$ cat src/rtl/uut_perf_recorder_if.sv
// ============================================================================
// uut_perf_recorder_if : byte-wide valid/ready record stream
// Revision: 1.0
// ============================================================================
`default_nettype none

interface uut_perf_recorder_if;
  logic [7:0] rec_byte;
  logic       rec_valid;
  logic       rec_ready;

  modport master (output rec_byte, output rec_valid, input  rec_ready);
  modport slave  (input  rec_byte, input  rec_valid, output rec_ready);
endinterface

`default_nettype wire

$ cat src/rtl/uut_perf_recorder.sv
// ============================================================================
// uut_perf_recorder : times uut_start->uut_finish and streams a 14-byte record
// Revision: 1.0
// ============================================================================
`default_nettype none

module uut_perf_recorder #(
  parameter int unsigned CNT_W          = 48,
  parameter logic [63:0] TIMEOUT_CYCLES = 64'd0
) (
  input  logic                  clk,
  input  logic                  rst,
  input  logic                  uut_start,
  input  logic                  uut_finish,
  input  logic [31:0]           uut_n_blocks,
  input  logic [4:0]            uut_sclk_speed,
  input  logic                  uut_cmd18,
  uut_perf_recorder_if.master   rec,
  output logic                  busy,
  output logic                  timeout,
  output logic [CNT_W-1:0]      cycles,
  output logic                  done
);

  localparam logic [1:0]       ST_IDLE    = 2'd0;
  localparam logic [1:0]       ST_MEASURE = 2'd1;
  localparam logic [1:0]       ST_SEND    = 2'd2;
  localparam logic [3:0]       LAST_IDX   = 4'd13;
  localparam logic [CNT_W-1:0] CNT_ONE    = CNT_W'(1);
  localparam logic [CNT_W-1:0] CNT_MAX    = '1;
  localparam logic [CNT_W-1:0] TO_VAL     = TIMEOUT_CYCLES[CNT_W-1:0];
  localparam bit               TO_EN      = (TIMEOUT_CYCLES != 64'd0);

  logic [1:0]       state;
  logic             start_q;
  logic [CNT_W-1:0] count;
  logic [31:0]      n_blocks_q;
  logic [4:0]       sclk_q;
  logic             cmd18_q;
  logic [3:0]       byte_idx;
  logic             valid_q;
  logic             start_edge;
  logic [63:0]      cycles_64;
  logic [7:0]       byte_mux;

  assign start_edge = uut_start & ~start_q;
  assign cycles_64  = 64'(cycles);
  assign busy       = (state != ST_IDLE);

  always_comb begin
    byte_mux = 8'h00;
    case (byte_idx)
      4'd0:    byte_mux = 8'hA5;
      4'd1:    byte_mux = n_blocks_q[31:24];
      4'd2:    byte_mux = n_blocks_q[23:16];
      4'd3:    byte_mux = n_blocks_q[15:8];
      4'd4:    byte_mux = n_blocks_q[7:0];
      4'd5:    byte_mux = {timeout, 1'b0, cmd18_q, sclk_q};
      4'd6:    byte_mux = cycles_64[63:56];
      4'd7:    byte_mux = cycles_64[55:48];
      4'd8:    byte_mux = cycles_64[47:40];
      4'd9:    byte_mux = cycles_64[39:32];
      4'd10:   byte_mux = cycles_64[31:24];
      4'd11:   byte_mux = cycles_64[23:16];
      4'd12:   byte_mux = cycles_64[15:8];
      4'd13:   byte_mux = cycles_64[7:0];
      default: byte_mux = 8'h00;
    endcase
  end

  // Gating by valid keeps the byte at zero whenever nothing is being offered.
  assign rec.rec_valid = valid_q;
  assign rec.rec_byte  = valid_q ? byte_mux : 8'h00;

  always_ff @(posedge clk or negedge rst) begin
    if (!rst) begin
      state      <= ST_IDLE;
      start_q    <= 1'b0;
      count      <= '0;
      cycles     <= '0;
      timeout    <= 1'b0;
      n_blocks_q <= 32'd0;
      sclk_q     <= 5'd0;
      cmd18_q    <= 1'b0;
      byte_idx   <= 4'd0;
      valid_q    <= 1'b0;
      done       <= 1'b0;
    end else begin
      start_q <= uut_start;
      done    <= 1'b0;
      case (state)
        ST_IDLE: begin
          if (start_edge) begin
            n_blocks_q <= uut_n_blocks;
            sclk_q     <= uut_sclk_speed;
            cmd18_q    <= uut_cmd18;
            count      <= CNT_ONE;
            state      <= ST_MEASURE;
          end
        end
        ST_MEASURE: begin
          // Finish takes priority over a timeout landing in the same cycle.
          if (uut_finish) begin
            cycles   <= count;
            timeout  <= 1'b0;
            byte_idx <= 4'd0;
            state    <= ST_SEND;
          end else if (TO_EN && (count == TO_VAL)) begin
            cycles   <= count;
            timeout  <= 1'b1;
            byte_idx <= 4'd0;
            state    <= ST_SEND;
          end else if (count != CNT_MAX) begin
            count <= count + CNT_ONE;
          end
        end
        ST_SEND: begin
          if (!valid_q) begin
            valid_q <= 1'b1;
          end else if (rec.rec_ready) begin
            if (byte_idx == LAST_IDX) begin
              valid_q  <= 1'b0;
              byte_idx <= 4'd0;
              done     <= 1'b1;
              state    <= ST_IDLE;
            end else begin
              byte_idx <= byte_idx + 4'd1;
            end
          end
        end
        default: state <= ST_IDLE;
      endcase
    end
  end

endmodule

`default_nettype wire
$ cat src/flat_wrapper.sv
// flat-port wrapper written by rule: the top's interface ports become plain ports
module uut_perf_recorder_flat 
#(
  parameter int unsigned CNT_W          = 48,
  parameter logic [63:0] TIMEOUT_CYCLES = 64'd0
)
  (clk, rst, uut_start, uut_finish, uut_n_blocks, uut_sclk_speed, uut_cmd18, busy, timeout, cycles, done, rec_rec_byte, rec_rec_valid, rec_rec_ready);
  uut_perf_recorder_if rec_i ();
  input  logic clk;
  input  logic rst;
  input  logic uut_start;
  input  logic uut_finish;
  input  logic [31:0] uut_n_blocks;
  input  logic [4:0] uut_sclk_speed;
  input  logic uut_cmd18;
  output logic busy;
  output logic timeout;
  output logic [CNT_W-1:0] cycles;
  output logic done;
  output wire logic [$bits(rec_i.rec_byte)-1:0] rec_rec_byte;
  output wire logic [$bits(rec_i.rec_valid)-1:0] rec_rec_valid;
  input wire logic [$bits(rec_i.rec_ready)-1:0] rec_rec_ready;
  assign rec_rec_byte = rec_i.rec_byte;
  assign rec_rec_valid = rec_i.rec_valid;
  assign rec_i.rec_ready = rec_rec_ready;
  uut_perf_recorder #(.CNT_W(CNT_W), .TIMEOUT_CYCLES(TIMEOUT_CYCLES)) u_core (.clk(clk), .rst(rst), .uut_start(uut_start), .uut_finish(uut_finish), .uut_n_blocks(uut_n_blocks), .uut_sclk_speed(uut_sclk_speed), .uut_cmd18(uut_cmd18), .rec(rec_i), .busy(busy), .timeout(timeout), .cycles(cycles), .done(done));
endmodule
$ cat config.mk
export PLATFORM = sky130hd
export DESIGN_NAME = uut_perf_recorder_flat
export DESIGN_NICKNAME = d
export VERILOG_FILES = /design/src/rtl/uut_perf_recorder_if.sv /design/src/rtl/uut_perf_recorder.sv /design/src/flat_wrapper.sv
export SDC_FILE = /design/constraint.sdc
export NUM_CORES = 1
export LEC_CHECK = 0
export BUFFER_PORTS_ARGS = -buffer_cell sky130_fd_sc_hd__buf_2
export CAP_MARGIN = 0
export CORE_MARGIN = 2
export CORE_UTILIZATION = 52
export CTS_BUF_LIST = sky130_fd_sc_hd__clkbuf_16
export DETAILED_ROUTE_END_ITERATION = 16
export PLACE_DENSITY = 0.76
export SYNTH_ARGS = -nofsm -noshare
export SYNTH_HDL_FRONTEND = slang
export SYNTH_SLANG_ARGS = --single-unit
$ cat constraint.sdc
create_clock -name clk -period 2.3 [get_ports clk]
set_clock_uncertainty 0.1 [all_clocks]
set_input_delay 0.23 -clock clk [delete_from_list [all_inputs] [get_ports clk]]
set_output_delay 0.23 -clock clk [all_outputs]
set_load 0.02 [all_outputs]
==> flow_summary.yaml, run 1 <==
status:
  status: "finished with violations"
  failed_checks: "negative setup slack"
clock_network:
  cts_buffers: 17
  ctsRootBufferMaster: "clkbuf_16"
  htree_levels: 4
  cts_sinks: 143
  cts_tree: "built"
  clkTransAtPathRegs_ns: 0.06
  insertion_delay_ns: 0.43
  clk_path_buf_depth: 2
timing:
  period_share_pct: 117
  fin_crit_ns: 2.70
  tightest_slew_ns: 0.559
  setup_viol: 8
  worst_slew_margin_rel_pct: 62.7
  fmaxAchievable_mhz: 371
  drv_slew: 0
  rsz0062_at_grt: "true"
  report.final.hold_viol_count: 0
  final.setup.tns_ns: -1.25
  fin_ws_ns: -0.396
worst_setup_path:
  cp.arrival_ns: 2.37
  rrSetupSlack_ns: 0.03
  end_kind: "output port"
  path_common_cell: "buf_4"
  path_cells: "buf_6 -> buf_4 -> nand2b_4 -> nor2_4 -> a32oi_1 -> nor2_1 -> a31oi_1 -> a21oi_1 -> buf_4"
  cp_slowest_stage_delay_ns: 0.46
  crit_fanout: 7
  critical-path-top-delay-family: "simple AND/OR/NAND/NOR gates"
  cpMaxStageDelayCell: "dfrtp_2"
  crit_type: "reg -> out"
  critPathBufInv: 3
  cp.required_ns: 1.97
  critPathLaunchType: "flop"
detailed_routing:
  drtPass1Iterations: 6
  met2_length_um: 11700
  route.top_layer_used: "met4"
  routed-wl-met3_um: 2310
  drtIter0Drc: 1387
  drt-vias-per-instance: 6.46
  ant_nets: 0
  drc: 0
  drt-wirelength-per-cell_um: 22.1
  vias: 7193
  drt_wl_total_um: 24600
  wl_met1_um: 9330
synth:
  ys_seq_area_share_pct: 49.6
  synth_nets: 758
  ys_warn_count: 0
  synth_top_flop_cell: "dfrtp_1"
  ys_async_sr_fraction_pct: 100
  synth_cell_types: 55
  synth_edf_count: 0
  synth_seq_cells: 143
  synth_area_mm2: 0.00722
  synth_top_area_cell: "dfrtp_1"
  syn_avg_cell_area_um2: 10.1
  synth.area.top_cells: "dfrtp_1, mux2_2, o21ai_0"
  synth_cells: 714
  synth.top_cell.area_share_pct: 49.6
pwr:
  clkPwrFrac_pct: 31.4
  cellLeakagePower_nw: 4.55
  p_sw_mw: 3.17
  netSwitchingFraction_pct: 33.3
  intPower_mw: 6.36
  p_seq_share_pct: 34.5
  ir_drop_v: 0.000605
  power_frac_comb_pct: 34.1
  p_per_area_mw_per_mm2: 963
grt:
  grt_max_degree: 58
  grtUsageTotal_pct: 32.5
  grt_pass1_vias: 6819
  overflow: 0
  grt_pass1_wl_um: 36400
  antenna_found_initial: 0
final_layout:
  final_common_cell: "dfrtp_1"
  final_cell_mix: "dfrtp_1, buf_2, mux2_2"
  instances_no_fill: 1113
  finalNetCount: 964
  fillCellCount: 899
  syn_to_final_growth_pct: 37.0
  antenna_cells: 0
  drive_gt1_share_pct: 38.0
placed_design:
  portBuffers: 101
  globalplace.congestion: 0.974
  place_inst: 1028
  hpwl_um: 16100
floorplanning:
  placementRows: 43
  die-area_mm2: 0.0148
  die_w_um: 122
  io_pins: 103
  coreArea_mm2: 0.0137
  start_util_pct: 52.6
  die_h_um: 122
job:
  cap_violations: 0
min_path:
  min_path_type: "in -> reg"
[final timing paths]
check                                           start               endpoint  cells past startpoint
max in group asynchronous                         rst       u_core.count[32]                      3
worst min-delay path                    rec_rec_ready        u_core.state[1]                      4
worst max register to register        u_core.count[8]       u_core.count[43]                      7
worst max-delay path               u_core.byte_idx[2]        rec_rec_byte[2]                      9
worst min register to register  u_core.n_blocks_q[28]  u_core.n_blocks_q[28]                      1
min in group asynchronous                         rst       u_core.sclk_q[1]                      2
[synthesized netlist by cell type (2+ instances only)]
cell type,n
or2_2,3
o211ai_1,2
nor2_1,46
nand3b_1,2
mux2_2,89
a32oi_1,2
nand2_1,52
a21o_1,2
buf_4,2
o221ai_1,2
a31oi_1,21
nor3b_1,2
a22oi_1,7
buf_2,5
inv_1,8
nor3_1,7
clkbuf_2,2
mux4_2,2
o31ai_1,11
buf_1,5
dfrtp_1,143
a22o_1,2
nor4_1,3
or3_1,5
or4_1,2
nor2b_1,5
o41ai_1,9
and3_1,9
nand4_1,25
nor4b_1,2
nand2b_1,4
o21ai_0,85
o21a_1,2
nand3_1,35
clkbuf_1,39
a21oi_1,36
mux2i_1,7
and4_1,12
[logic make-up after synthesis]
kind of cell,count (synthesis),synth area share [%]
and+or+nand+nor,218,15.6
AOI/OAI and AO/OA,191,15.7
DFF,143,49.6
muxes,98,15.5
buffers and inverters,62,3.45
adders and majority gates,1,0.173
other,1,0.0520
[sequential cells by signal, summed over array words and instances (netlist names)]
| signal | cells |
|---|---|
| u_core.byte_idx | 4 |
| u_core.sclk_q | 5 |
| u_core.rec.rec_valid | 1 |
| u_core.cycles | 48 |
| u_core.start_q | 1 |
| u_core.count | 48 |
| u_core.state | 2 |
| u_core.n_blocks_q | 32 |
| u_core.cmd18_q | 1 |
| u_core.done | 1 |
[layer usage]
layer  track usage [%]  up-vias
met4              15.0        0
li1                  -     3088
met5                 0        -
met1              41.7     3471
met3              8.15      115
met2              51.8      519
[stage by stage]
step           power (mW)  area, µm²  setup slack, ns  hold slack [ns]  util (%)
2_1_floorplan        4.92       7220           0.0225           -0.166         -
3_3_place_gp         5.83       8460           0.0471            0.134      61.7
3_5_place_dp         5.90       8460          -0.0341            0.139      61.7
4_1_cts              9.16       9630           -0.130           0.0481      70.2
5_1_grt              9.89       9890           -0.493            0.115      72.1
6_report             9.53       9890           -0.396           0.0768      72.1
[power groups by stage]
| stage | Sequential [mW] | Combinational [mW] | Clock (mW) |
|---|---|---|---|
| after floorplan | 3.19 | 1.73 | 0 |
| after global placement | 3.26 | 2.56 | 0 |
| after detailed placement | 3.28 | 2.63 | 0 |
| after CTS | 3.26 | 2.89 | 3.02 |
| after global routing | 3.32 | 3.44 | 3.13 |
| final | 3.29 | 3.24 | 2.99 |
[cell type report]
type | count | area (µm²) | area share, %
inverter | 9 | 33.8 | 0.342
sequential | 143 | 3580 | 36.2
clock buffer | 17 | 425 | 4.30
tap | 180 | 225 | 2.28
clock inverter | 15 | 219 | 2.21
multi-input combinational | 509 | 3560 | 36.1
timing repair buffer | 240 | 1840 | 18.6
[worst reg2reg max path: cells and delay by family, from the launching register on]
family	cells	cell delay, ns
compound gates	1	0.10
buf+inv	1	0.19
flops	1	0.41
simple gates	5	1.39
[what timing repair did]
action	in CTS	in global routing
pin swaps	10	8
gates cloned	0	3
hold endpoints to repair	94	0
gates resized for setup	31	28
setup endpoints to repair	9	56
hold buffers	40	0
setup buffers	3	8
No activity file was read; power rests on OpenSTA's default activity.
==> run 2, diff against run 1 <==
--- a/config.mk
+++ b/config.mk
@@ -8,10 +8,10 @@
 export BUFFER_PORTS_ARGS = -buffer_cell sky130_fd_sc_hd__buf_2
 export CAP_MARGIN = 0
 export CORE_MARGIN = 2
-export CORE_UTILIZATION = 52
+export CORE_UTILIZATION = 56
 export CTS_BUF_LIST = sky130_fd_sc_hd__clkbuf_16
 export DETAILED_ROUTE_END_ITERATION = 16
-export PLACE_DENSITY = 0.76
+export PLACE_DENSITY = 0.78
 export SYNTH_ARGS = -nofsm -noshare
 export SYNTH_HDL_FRONTEND = slang
 export SYNTH_SLANG_ARGS = --single-unit
==> constraint.sdc (replaced) <==
create_clock -name clk -period 3.2 [get_ports clk]
set_clock_uncertainty 0.1 [all_clocks]
set_input_delay 0.32 -clock clk [delete_from_list [all_inputs] [get_ports clk]]
set_output_delay 0.32 -clock clk [all_outputs]
set_load 0.02 [all_outputs]
==> run 2 against run 1 <==
Compared with the run above: the flow now finishes without violations; clock power fell by 36%; utilization fell by 5.0 points; via count shrank 10%; sequential share of layout area grew 6.1 points; worst hold slack got worse by 0.053 ns; combinational power shrank 46%; cell area fell by 14%; non-clock buffer count down 121; critical path type unchanged.
==> flow_summary.yaml, run 2 (synthesis results as in run 1) <==
status:
  status: "complete, no violations"
pwr:
  power_mw: 6.07
  p_per_area_mw_per_mm2: 717
  cellLeakagePower_nw: 3.86
  ir_drop_v: 0.000423
  p_sw_mw: 2.03
  power_frac_comb_pct: 28.8
  p_seq_share_pct: 39.6
  clkPwrFrac_pct: 31.6
  netSwitchingFraction_pct: 33.5
  intPower_mw: 4.03
grt:
  grt_pass1_vias: 6238
  antenna_found_initial: 0
  grtUsageTotal_pct: 31.8
  grt_pass1_wl_um: 34500
  overflow: 0
  grt_max_degree: 91
job:
  cap_violations: 0
detailed_routing:
  drtPass1Iterations: 5
  drt_wl_total_um: 21200
  drt-vias-per-instance: 6.57
  drt-wirelength-per-cell_um: 21.7
  drc: 0
  drtIter0Drc: 958
  vias: 6448
  ant_nets: 0
timing:
  rsz0062_at_grt: "false"
  report.final.hold_viol_count: 0
  tightest_slew_ns: 0.834
  fmaxAchievable_mhz: 339
  period_share_pct: 92.1
  drv_slew: 0
  setup_viol: 0
  final.setup.tns_ns: 0
  worst_slew_margin_rel_pct: 44.4
  fin_crit_ns: 2.95
worst_setup_path:
  r2r_cells: 8
  crit_fanout: 16
  critical-path-top-delay-family: "flip-flops"
  cp.arrival_ns: 2.53
  critPathBufInv: 2
  crit_type: "reg -> out"
  crit_cells: 7
  cp.required_ns: 2.78
  end_kind: "output port"
  critPathLaunchType: "flop"
  path_cells: "inv_1 -> and3_1 -> a311oi_1 -> a21oi_1 -> nor4_1 -> nor2_1 -> buf_2"
  cp_slowest_stage_delay_ns: 0.69
  cpMaxStageDelayCell: "dfrtp_1"
final_layout:
  post-route-util_pct: 67.1
  syn_to_final_growth_pct: 17.3
  fillCellCount: 986
  drive_gt1_share_pct: 29.5
  final_common_cell: "dfrtp_1"
  stdcell_area_mm2: 0.00847
  reg_top3: "u_core.count: 48 flops, u_core.cycles: 48 flops, u_core.n_blocks_q: 32 flops"
  antenna_cells: 0
  finalNetCount: 843
  final_cell_mix: "dfrtp_1, buf_2, mux2_2"
  instances_no_fill: 981
floorplanning:
  coreArea_mm2: 0.0126
  start_util_pct: 57.2
  die_h_um: 118
  die-area_mm2: 0.0138
  die_w_um: 118
  placementRows: 41
  io_pins: 103
min_path:
  worst_hold_path.num_cells: 2
  min_path_type: "in -> reg"
placed_design:
  place_inst: 949
  globalplace.congestion: 0.968
  hpwl_um: 14800
  dpl_cell_area_mm2: 0.00788
  portBuffers: 101
clock_network:
  cts_buffers: 17
  clkTransAtPathRegs_ns: 0.06
  cts_sinks: 143
  insertion_delay_ns: 0.43
  cts_tree: "built"
  htree_levels: 4
  ctsRootBufferMaster: "clkbuf_16"
  clk_path_buf_depth: 2
-- run 2: cell count changes in the layout (fill, tap and decap cells not counted), sizes merged --
cell and delta:
clkinv -1, clkbuf -3, bufinv -2, buf -81
dlygate4sd3 -37, inv +3, clkinvlp -3
-- run 2: power by group through the flow --
stage               Clock (mW)  Combinational (mW)  Sequential, mW
finish                    1.92                1.75            2.40
global route              2.00                1.90            2.43
CTS                       1.92                1.73            2.39
detailed placement           0                1.71            2.41
global placement             0                1.67            2.40
floorplan                    0                1.24            2.30
-- run 2: cell type report --
| class | count | area, µm² | area share (%) |
|---|---|---|---|
| inverters | 9 | 33.8 | 0.399 |
| repair buffers | 119 | 679 | 8.03 |
| well taps | 172 | 215 | 2.54 |
| flip-flops and latches | 143 | 3580 | 42.3 |
| clock buffers | 17 | 425 | 5.03 |
| clock inverters | 12 | 131 | 1.55 |
| multi-input cells | 509 | 3400 | 40.2 |
-- run 2: layer usage --
layer / track usage (%) / wire [µm] / vias up
met3: 5.91 / 1700 / 73
met2: 50.5 / 10200 / 414
met4: 13.6 / 758 / 0
met5: 0 / 0 / -
li1: - / - / 2832
met1: 43.0 / 8580 / 3129
-- run 2: repair_timing --
item / 4_1_cts / 5_1_grt
hold endpoints to repair: 91 / 0
gates resized for setup: 0 / 0
hold buffers: 3 / 0
setup buffers: 0 / 0
-- run 2: final timing paths --
check                                       from                    end  slack, ns
max                           u_core.byte_idx[0]        rec_rec_byte[0]       0.25
min                             uut_n_blocks[31]  u_core.n_blocks_q[31]       0.02
max reg2reg                      u_core.count[0]       u_core.count[35]       0.46
min reg2reg                u_core.n_blocks_q[14]  u_core.n_blocks_q[14]       0.40
max in group asynchronous                    rst       u_core.count[45]       1.80
min in group asynchronous                    rst  u_core.n_blocks_q[20]       0.43
-- run 2: stage by stage --
stage	setup WS (ns)	hold WS (ns)
3_3_place_gp	0.608	0.336
3_5_place_dp	0.533	0.346
4_1_cts	0.306	0.0220
5_1_grt	0.0516	0.0254
6_report	0.254	0.0242
2_1_floorplan	0.836	-0.0756
